**src/rtl/fpga_reset_ctrl.sv**
```systemverilog
// fpga_reset_ctrl: power-on and system reset sequencer for the core and the AHB fabric.
// It waits for both PLLs to hold lock for a filter period, then releases poresetn and
// finally hresetn. A lock loss at any point after sequencing has begun returns to
// WAIT_LOCK and raises a sticky lock_lost flag. A processor reset request in RUN
// re-runs only the hresetn period.
module fpga_reset_ctrl #(
   parameter int LOCK_FILTER = 16,
   parameter int POR_CYCLES  = 8,
   parameter int HRST_CYCLES = 4
) (
   input  logic       fclk,
   input  logic       reset_n,
   input  logic [1:0] pll_locked,
   input  logic       sysresetreq,
   input  logic       lock_lost_clr,
   output logic       poresetn,
   output logic       hresetn,
   output logic       lock_lost,
   output logic [1:0] state
);

   typedef enum logic [1:0] {
      WAIT_LOCK = 2'd0,
      PORST     = 2'd1,
      HRST      = 2'd2,
      RUN       = 2'd3
   } state_t;

   // Terminal count values for each timed state, taken as 8-bit constants.
   localparam logic [7:0] LOCK_LAST = 8'(LOCK_FILTER - 1);
   localparam logic [7:0] POR_LAST  = 8'(POR_CYCLES - 1);
   localparam logic [7:0] HRST_LAST = 8'(HRST_CYCLES - 1);

   state_t     cur_state;
   state_t     next_state;
   logic [7:0] cnt;
   logic [7:0] cnt_next;
   logic       poresetn_next;
   logic       hresetn_next;
   logic       lock_lost_next;
   logic       locked;

   assign locked = &pll_locked;
   assign state  = cur_state;

   // Register the state, the shared timer and the three outputs so none can glitch.
   always_ff @(posedge fclk) begin
      if (!reset_n) begin
         cur_state <= WAIT_LOCK;
         cnt       <= 8'd0;
         poresetn  <= 1'b0;
         hresetn   <= 1'b0;
         lock_lost <= 1'b0;
      end else begin
         cur_state <= next_state;
         cnt       <= cnt_next;
         poresetn  <= poresetn_next;
         hresetn   <= hresetn_next;
         lock_lost <= lock_lost_next;
      end
   end

   // Next-state, timer and output decode; lock loss beats any reset request.
   always_comb begin
      next_state     = cur_state;
      cnt_next       = cnt;
      lock_lost_next = lock_lost;

      case (cur_state)
         WAIT_LOCK: begin
            if (!locked) begin
               cnt_next = 8'd0;
            end else if (cnt == LOCK_LAST) begin
               next_state = PORST;
               cnt_next   = 8'd0;
            end else begin
               cnt_next = cnt + 8'd1;
            end
         end
         PORST: begin
            if (!locked) begin
               next_state = WAIT_LOCK;
               cnt_next   = 8'd0;
            end else if (cnt == POR_LAST) begin
               next_state = HRST;
               cnt_next   = 8'd0;
            end else begin
               cnt_next = cnt + 8'd1;
            end
         end
         HRST: begin
            if (!locked) begin
               next_state = WAIT_LOCK;
               cnt_next   = 8'd0;
            end else if (cnt == HRST_LAST) begin
               next_state = RUN;
               cnt_next   = 8'd0;
            end else begin
               cnt_next = cnt + 8'd1;
            end
         end
         RUN: begin
            cnt_next = 8'd0;
            if (!locked) begin
               next_state = WAIT_LOCK;
            end else if (sysresetreq) begin
               next_state = HRST;
            end
         end
         default: begin
            next_state = WAIT_LOCK;
            cnt_next   = 8'd0;
         end
      endcase

      if ((cur_state != WAIT_LOCK) && !locked) begin
         lock_lost_next = 1'b1;
      end else if (lock_lost_clr) begin
         lock_lost_next = 1'b0;
      end

      poresetn_next = (next_state == HRST) || (next_state == RUN);
      hresetn_next  = (next_state == RUN);
   end

endmodule

```
**config.mk**
```make
export PLATFORM = sky130hd
export DESIGN_NAME = fpga_reset_ctrl
export DESIGN_NICKNAME = d
export VERILOG_FILES = /design/src/rtl/fpga_reset_ctrl.sv
export SDC_FILE = /design/constraint.sdc
export NUM_CORES = 1
export LEC_CHECK = 0
export BUFFER_PORTS_ARGS = -buffer_cell sky130_fd_sc_hd__buf_2
export CAP_MARGIN = 20
export CORE_MARGIN = 2
export CORE_UTILIZATION = 40
export CTS_BUF_LIST = sky130_fd_sc_hd__clkbuf_4 sky130_fd_sc_hd__clkbuf_8
export DETAILED_ROUTE_END_ITERATION = 6
export PLACE_DENSITY_LB_ADDON = 0.1
export SYNTH_ARGS = -nofsm -noshare
export SYNTH_HDL_FRONTEND = slang
export SYNTH_SLANG_ARGS = --single-unit
```
**constraint.sdc**
```tcl
create_clock -name fclk -period 1.9 [get_ports fclk]
set_input_delay 0 -clock fclk [delete_from_list [all_inputs] [get_ports fclk]]
set_output_delay 0 -clock fclk [all_outputs]
set_load 0.01 [all_outputs]
```
==> metrics.txt, run 1 <==
Area growth, synth to finish=23.5%; Synth Instances=68; Clock Sinks=13; routed wire length=1250 um; hold path depth=3; Setup violations, final=0; outcome=finished clean; library cells used by synthesis=30; Cell Pwr Density=619 mW/mm2; Remaining Overflow, GRT=0; Port Buffer Count=10; final hold violations=0; Hold WC Path Type=in2reg; largest net degree at the start of global routing=10; Clock Skew=5.35 ps; EDFF count, synth=0; n_diodes=0; most frequent cell after synthesis=dfxtp_1; fill count=137; share of flip-flops with an asynchronous set or reset=0%; Clock Latency Late Sink=280 ps; initial antenna violation count=0; Routed Antenna Nets=0; Leak=0.281 nW; WP data arrival=1990 ps; vias in the first global route=502; DRT Pass-1 Iters=4; Max-Cap Viols=0; fraction of layout cells with a size suffix above 1=26.7%; initial drt markers=4; Most used DFF post-synth=dfxtp_1; Clock Pin Slew Worst Setup and Hold Paths=80 ps; Max IR drop VDD=0.381 mV; synthesized cell area=629 um2; Max Clock Freq=558 MHz; crit path launch type=flip-flop; Placed Area=721 um2; Placer Congestion=0.716; Tmin final=1790 ps; CTS tree=built; crit path capture type=flip-flop; Row Count=14; Vias=558; Max Slew Vio Count=0; WL per Instance=12.3 um; worst slew pin tran=523 ps; DRC Markers=0; Crit path required time=2090 ps; die height=43.7 um; Yosys top cell area share=41.4%; area of the core=0.00149 mm2; synthesized net count=75; Reg2Reg Depth=3; fin nets=94; top post-synthesis cells by count=dfxtp_1 (13), a211oi_1 (4), nand2_1 (4), nand3_1 (4), o21ai_0 (4); kind of critical path=reg2reg; Synth Warn #=0; Initial Util=42.3%; first-pass GRT wire length=2190 um; I/O pin cnt=11; sequential share of the synthesized area=41.4%; Seq cells post-synth=13; CTS Buf Count=3; Sum Neg Setup Slack=0 ps; GRT Overall Usage=15.8%; H-tree Lvls=1; max_slew headroom=64.7%; routed vias/inst=5.47; most area-consuming cells after synthesis=dfxtp_1 (41%), a211oi_1 (4.8%), a221oi_1 (4.2%); RSZ-0062 raised after global routing=false; area leader, netlist=dfxtp_1; clk root buf=clkbuf_4; syn avg cell area=9.26 um2; die span in x=43.7 um; Max Root-Sink Buffers=2; CP Max Fanout=6; post-route cell area=777 um2; Final Cycle Share=94.3%; die area=0.00191 mm2
[stage by stage]
| stage | worst slack (ps) | cells | power, mW | hold slack [ps] | util, % |
|---|---|---|---|---|---|
| final | 108 | 102 | 0.481 | 125 | 52.2 |
| after global routing | 38.5 | 102 | 0.498 | 160 | 52.2 |
| after CTS | 107 | 102 | 0.485 | 88.6 | 51.8 |
| after detailed placement | 116 | 96 | 0.297 | 289 | 48.4 |
| after global placement | 146 | 96 | 0.297 | 272 | 48.4 |
| after floorplan | 147 | 68 | 0.288 | 154 | - |
[state kept, by name, summed over array words and instances (netlist names)]
register	cells
cnt	8
hresetn	1
lock_lost	1
poresetn	1
state	2
[path summary, 6_finish.rpt]
path | slack, ps | to | from
max | 110 | hresetn | cnt[5]
min | 130 | hresetn | pll_locked[1]
max reg2reg | 110 | hresetn | cnt[5]
min reg2reg | 460 | cnt[0] | cnt[0]
[worst max-delay path: stages, from the launching register on]
cell and delay, ps:
dfxtp_1 350, or4_4 560, or4_4 540, a311oi_2 250
[kinds of logic (layout without fill, tap and decap cells)]
kind of cell / count (synthesis) / count (layout) / share of synthesized area [%]
buffers and inverters: 5 / 23 / 3.18
and+or+nand+nor: 25 / 25 / 23.7
DFF: 13 / 13 / 41.4
xor gates and xnor gates: 3 / 3 / 4.18
AOI/OAI and AO/OA: 21 / 21 / 25.6
adders and majority gates: 1 / 1 / 1.99
[what timing repair did]
| action | CTS | global route |
|---|---|---|
| gates resized for setup | 0 | 1 |
| endpoints found under the hold margin | 1 | 0 |
| setup endpoints to repair | 0 | 1 |
| hold buffers | 2 | 0 |
| buffers inserted | 0 | 0 |
[cell usage in the layout (no fill, tap or decap)]
cell / n
or4_4: 2
buf_4: 4
dlygate4sd3_1: 2
xnor2_1: 2
nor4_1: 1
a221oi_1: 3
nand3b_1: 1
inv_1: 3
o21ai_0: 4
dfxtp_1: 13
clkbuf_4: 4
nand3_1: 4
a21boi_0: 1
nand2b_1: 3
a211oi_1: 4
o41ai_2: 1
nor2_1: 2
nor2b_1: 1
o31ai_2: 1
or3_1: 3
o21a_1: 1
o311ai_0: 1
buf_2: 10
nand4_1: 1
a21oi_1: 1
xor2_1: 1
and3_1: 2
a311oi_2: 1
nand2_1: 4
a31oi_1: 3
ha_1: 1
or4_1: 1
[power breakdown]
part	switching [mW]	total [mW]	internal, mW
Clock	0.0927	0.188	0.0957
Sequential	0.000817	0.274	0.273
Combinational	0.00836	0.0181	0.00975
Total	0.102	0.481	0.379
[cell type report]
class	instances	area (um2)	area share (%)
multi-input combinational	50	355	45.7
inverter	3	11.3	1.45
timing repair buffer	16	100	12.9
sequential	13	260	33.5
tap	16	20.0	2.58
clock buffer	4	30.0	3.86
[layer usage]
metal	vias to the layer above	GRT usage [%]	share of wire, %	routed length (um)
met4	0	10.9	2.3	29
met3	5	3.75	2.2	28
met5	-	0	0	0
met2	7	21.5	43	534
li1	301	-	-	-
met1	245	21.8	53	659
No activity file was read; power rests on OpenSTA's default activity.
==> run 2: changes to the inputs <==
--- a/config.mk
+++ b/config.mk
@@ -5,6 +5,7 @@
 export SDC_FILE = /design/constraint.sdc
 export NUM_CORES = 1
 export LEC_CHECK = 0
+export ABC_AREA = 1
 export BUFFER_PORTS_ARGS = -buffer_cell sky130_fd_sc_hd__buf_2
 export CAP_MARGIN = 20
 export CORE_MARGIN = 2
==> metrics.txt, run 2 <==
syn avg cell area=6.75 um2; Yosys top cell area share=39.8%; initial drt markers=5; DRC Markers=2; WL per Instance=9.54 um; Routed Antenna Nets=0; initial antenna violation count=0; Sw Ratio=20.9%; Tmin final=1360 ps; Initial Util=42.9%; violated checks=design-rule violations; Placer Congestion=0.827; routed vias/inst=4.87; vias in the first global route=549; sequential share of the synthesized area=39.8%; Cells after DPL=123; Largest Register=cnt; CTS Hold Buffers Added=1; first-pass GRT wire length=2200 um; DRT Pass-1 Iters=7; largest delay contributor family on the critical path=simple AND/OR/NAND/NOR gates; WP data arrival=1520 ps; sequential power share=57.3%; M2 GR Usage=22.1%; Cell Pwr Density=625 mW/mm2; I/O pin cnt=11; commonest cells after routing, fill and taps aside=nand2_1 (17), nor2_1 (16), inv_1 (15), dfxtp_1 (13), nand3_1 (11); WHS=20.5 ps; synthesized cell area=654 um2; Synth Warn #=0; Sum Neg Setup Slack=0 ps; switching pwr=0.0999 mW; CTS Buf Count=3; most frequent cell after synthesis=nand2_1; Setup violations, final=0; Clock Pin Slew Worst Setup and Hold Paths=80 ps; Leak=0.388 nW; n_diodes=0; dpl hpwl=969 um; Max Root-Sink Buffers=2; number of flip-flops in the largest register=8; Max-Cap Viols=0; Seq cells post-synth=13; crit path capture type=flip-flop; top post-synthesis cells by count=nand2_1 (17), nor2_1 (16), inv_1 (15); Vias=623; Clock Skew=7.49 ps; Resize count post-CTS=0; cells along the critical path=ha_1 -> nand2_1 -> nor2_1 -> nand2_2 -> nand2_2 -> nand3_2 -> nand2_2 -> nor2_1; Max Clock Freq=736 MHz; grt met3 use=2.45%; largest net degree at the start of global routing=8; die span in x=44.4 um; non-filler cells, final=128; die height=44.4 um; Row Count=14; fin nets=120; H-tree Lvls=1; kind of critical path=reg2reg; commonest non-fill, non-tap cell in the layout=nand2_1; Final Cycle Share=71.5%; routed wire length=1220 um; Worst path max stage delay=360 ps; Cell Int Power=0.378 mW; Max Slew Vio Count=0; share of flip-flops with an asynchronous set or reset=0%; library cells used by synthesis=18; GRT Overall Usage=15.0%; Post-CTS Repair Setup Buffers=0; Clk network pwr share=37.9%; final hold violations=0; RSZ-0062 raised after global routing=false; Slowest cell on crit path=dfxtp_1; CP Max Fanout=5; Max IR drop VDD=0.278 mV; crit path launch type=flip-flop; Hold WC Path Type=in2reg; Area growth, synth to finish=16.8%; Comb pwr share=4.8%; area of the core=0.00152 mm2; synthesized net count=104; Clock Latency Late Sink=270 ps; grt met1 use=20.3%; worst slew pin tran=245 ps; most area-consuming cells after synthesis=dfxtp_1 (40%), nand2_1 (9.8%), nor2_1 (9.2%); CTS tree=built; Port Buffer Count=10; outcome=finished with violations; area leader, netlist=dfxtp_1; Crit path required time=2060 ps; Most used DFF post-synth=dfxtp_1; EDFF count, synth=0; busiest grt layer=met2; clk root buf=clkbuf_4; Clock Sinks=13; CP most frequent cell=nand2_2; fraction of layout cells with a size suffix above 1=21.4%; die area=0.00198 mm2; max_slew headroom=83.7%; Synth Instances=97; Remaining Overflow, GRT=0; CP Buf/Inv Count=0
==> run 2: final timing paths <==
kind	endpoint	start	cells past startpoint	slack, ps
max	cnt[7]	cnt[0]	8	540
min	cnt[1]	reset_n	3	20
max reg2reg	cnt[7]	cnt[0]	8	540
min reg2reg	cnt[0]	cnt[0]	1	450
==> run 2: cell families (layout without fill, tap and decap cells) <==
kind of cell    after synthesis  count (layout)  synth area share (%)
compound gates                9               9                  7.65
xor+xnor                      1               1                  1.34
simple gates                 56              56                  39.6
fa+ha+maj                     1               1                  1.91
buf+inv                      17              32                  9.75
flops                        13              13                  39.8
==> run 2: power by group through the flow <==
stage               clock [mW]  combinational [mW]  sequential (mW)
floorplan                    0              0.0118            0.280
global placement             0              0.0215            0.280
detailed placement           0              0.0217            0.281
CTS                      0.189              0.0230            0.274
global route             0.207              0.0265            0.275
finish                   0.181              0.0228            0.274
==> run 2: metal layers <==
layer  up-vias  wire [um]
li1        335          -
met1       257        587
met2        26        499
met3         5        109
met4         0         25
met5         -          0
==> run 2: layout make-up <==
type | instances | area [um2]
inverter | 17 | 63.8
sequential | 13 | 260
multi-input combinational | 67 | 330
tap | 16 | 20.0
clock buffer | 4 | 30.0
timing repair buffer | 11 | 60.1
fill | 170 | 759
==> run 2: worst register-to-register path: cells and delay by family, from the launching register on <==
| kind | cells | cell delay [ps] |
|---|---|---|
| and+or+nand+nor | 7 | 650 |
| DFF | 1 | 360 |
| adders and majority gates | 1 | 240 |
==> run 2: metrics by stage <==
| stage | power (mW) | instance area (um2) | setup slack [ps] | utilization, % |
|---|---|---|---|---|
| global route | 0.508 | 764 | 344 | 50.2 |
| finish | 0.478 | 764 | 541 | 50.2 |
| floorplan | 0.292 | 654 | 694 | - |
| CTS | 0.486 | 764 | 546 | 50.2 |
| detailed placement | 0.302 | 724 | 556 | 47.5 |
| global placement | 0.302 | 724 | 576 | 47.5 |
==> run 3: changes to the inputs <==
==> constraint.sdc (replaced) <==
create_clock -name fclk -period 1.1 [get_ports fclk]
set_input_delay 0 -clock fclk [delete_from_list [all_inputs] [get_ports fclk]]
set_output_delay 0 -clock fclk [all_outputs]
set_load 0.01 [all_outputs]
==> metrics.txt, run 3 (synthesis gave the netlist of run 2 again) <==
Reg2Reg Depth=6; Clk network pwr share=38.5%; Port Buffer Count=10; crit path capture type=flip-flop; Cells after DPL=134; Remaining Overflow, GRT=0; Hold WC Path Type=in2reg; Max-Cap Viols=0; Vias=694; outcome=finished with violations; Worst path max stage delay=350 ps; clk root buf=clkbuf_4; vias in the first global route=670; Initial Util=42.9%; Worst R2R Start=cnt[0]; final hold violations=0; final core occ=62.6%; Max Clock Freq=853 MHz; Final Cycle Share=107%; Hold Crit Start=sysresetreq; Cell Int Power=0.661 mW; Sw Ratio=22.5%; GRT Overall Usage=19.3%; routed wire length=1540 um; n_diodes=0; Row Count=14; post-route cell area=955 um2; WL per Instance=11.0 um; Cell Pwr Density=894 mW/mm2; initial drt markers=6; CP Max Fanout=5; largest net degree at the start of global routing=8; fraction of layout cells with a size suffix above 1=40.0%; kind of critical path=reg2reg; Clock Skew=8.64 ps; Area growth, synth to finish=45.9%; first-pass GRT wire length=2760 um; sequential power share=55.6%; Max Slew Vio Count=0; number of flip-flops in the largest register=8; DRC Markers=0; DRT Pass-1 Iters=4; Comb pwr share=6.0%; initial antenna violation count=0; worst r2r dst=cnt[7]; Tmin final=1170 ps; RSZ-0062 raised after global routing=true; Placed Area=835 um2; CTS Buf Count=3; switching pwr=0.192 mW; Clock Sinks=13; routed vias/inst=4.92; WP data arrival=1340 ps; area of the core=0.00152 mm2; crit path launch type=flip-flop; worst slew pin tran=232 ps; violated checks=negative setup slack; die height=44.4 um; I/O pin cnt=11; Final WS setup=-72.6 ps; Clock Latency Late Sink=290 ps; Max IR drop VDD=0.548 mV; commonest non-fill, non-tap cell in the layout=nand2_1; Clock Pin Slew Worst Setup and Hold Paths=80 ps; Max Root-Sink Buffers=2; H-tree Lvls=1; fin nets=133; Leak=0.462 nW; commonest cells after routing, fill and taps aside=nand2_1 (16), inv_1 (14), nor2_1 (14), buf_4 (12), buf_2 (10); Sum Neg Setup Slack=-483 ps; non-filler cells, final=141; max_slew headroom=84.5%; die span in x=44.4 um; Crit path required time=1270 ps; die area=0.00198 mm2; worst hold endpoint=hresetn; cells along the critical path=ha_4 -> nand3_2 -> o21ai_4 -> nand3_4 -> nand2_4 -> nor2_1; CTS tree=built; Setup violations, final=8; flop2flop setup slack=-70 ps; hold path depth=4; Largest Register=cnt; dpl hpwl=1170 um; Slowest cell on crit path=dfxtp_2; Placer Congestion=0.816; Routed Antenna Nets=0
==> run 3: cell type report <==
| class | instances | area [um2] |
|---|---|---|
| fillers | 141 | 569 |
| clock buffers | 4 | 30.0 |
| inverters | 17 | 63.8 |
| flip-flops and latches | 13 | 265 |
| multi-input cells | 67 | 415 |
| repair buffers | 24 | 160 |
| well taps | 16 | 20.0 |
==> run 3: per-stage QoR <==
| step | hold WS [ps] | setup WS (ps) | power (mW) |
|---|---|---|---|
| 2_1_floorplan | 121 | -3.06 | 0.507 |
| 3_3_place_gp | 214 | -81.4 | 0.525 |
| 3_5_place_dp | 223 | -103 | 0.525 |
| 4_1_cts | 2.86 | -71.2 | 0.855 |
| 5_1_grt | 23.3 | -160 | 0.896 |
| 6_report | 18.7 | -72.6 | 0.854 |
==> run 3: worst max-delay path by stage <==
| stage | from | end | slack [ps] | cells past startpoint |
|---|---|---|---|---|
| finish | cnt[0] | cnt[7] | -70 | 6 |
| CTS | cnt[1] | cnt[7] | -70 | 8 |
| global placement | cnt[1] | cnt[7] | -80 | 8 |
| floorplan | cnt[1] | cnt[7] | -3 | 8 |
| global route | cnt[0] | cnt[6] | -160 | 8 |
| detailed placement | cnt[1] | cnt[7] | -100 | 8 |
==> run 3: timing repair <==
action | in CTS | in global routing
hold buffers | 1 | 1
setup buffers | 1 | 0
hold endpoints to repair | 1 | 1
pin swaps | 5 | 7
endpoints found under the setup margin | 8 | 11
resized for setup | 5 | 9
==> run 3: metal layers <==
metal / share of wire (%) / global-route usage, %
met3: 4.9 / 7.35
met1: 40 / 21.0
met4: 0.84 / 5.45
met5: 0 / 0
met2: 54 / 34.4
==> run 3: worst max-delay path: cells and delay by family, from the launching register on <==
family,cells,cell delay (ps)
adders and majority gates,1,170
AOI/OAI and AO/OA,1,190
DFF,1,350
and+or+nand+nor,4,360
==> run 3: power groups by stage <==
stage / registers (mW) / logic, mW / clock network (mW)
2_1_floorplan: 0.485 / 0.0217 / 0
3_3_place_gp: 0.485 / 0.0394 / 0
3_5_place_dp: 0.485 / 0.0398 / 0
4_1_cts: 0.474 / 0.0448 / 0.336
5_1_grt: 0.475 / 0.0574 / 0.364
6_report: 0.474 / 0.0508 / 0.329
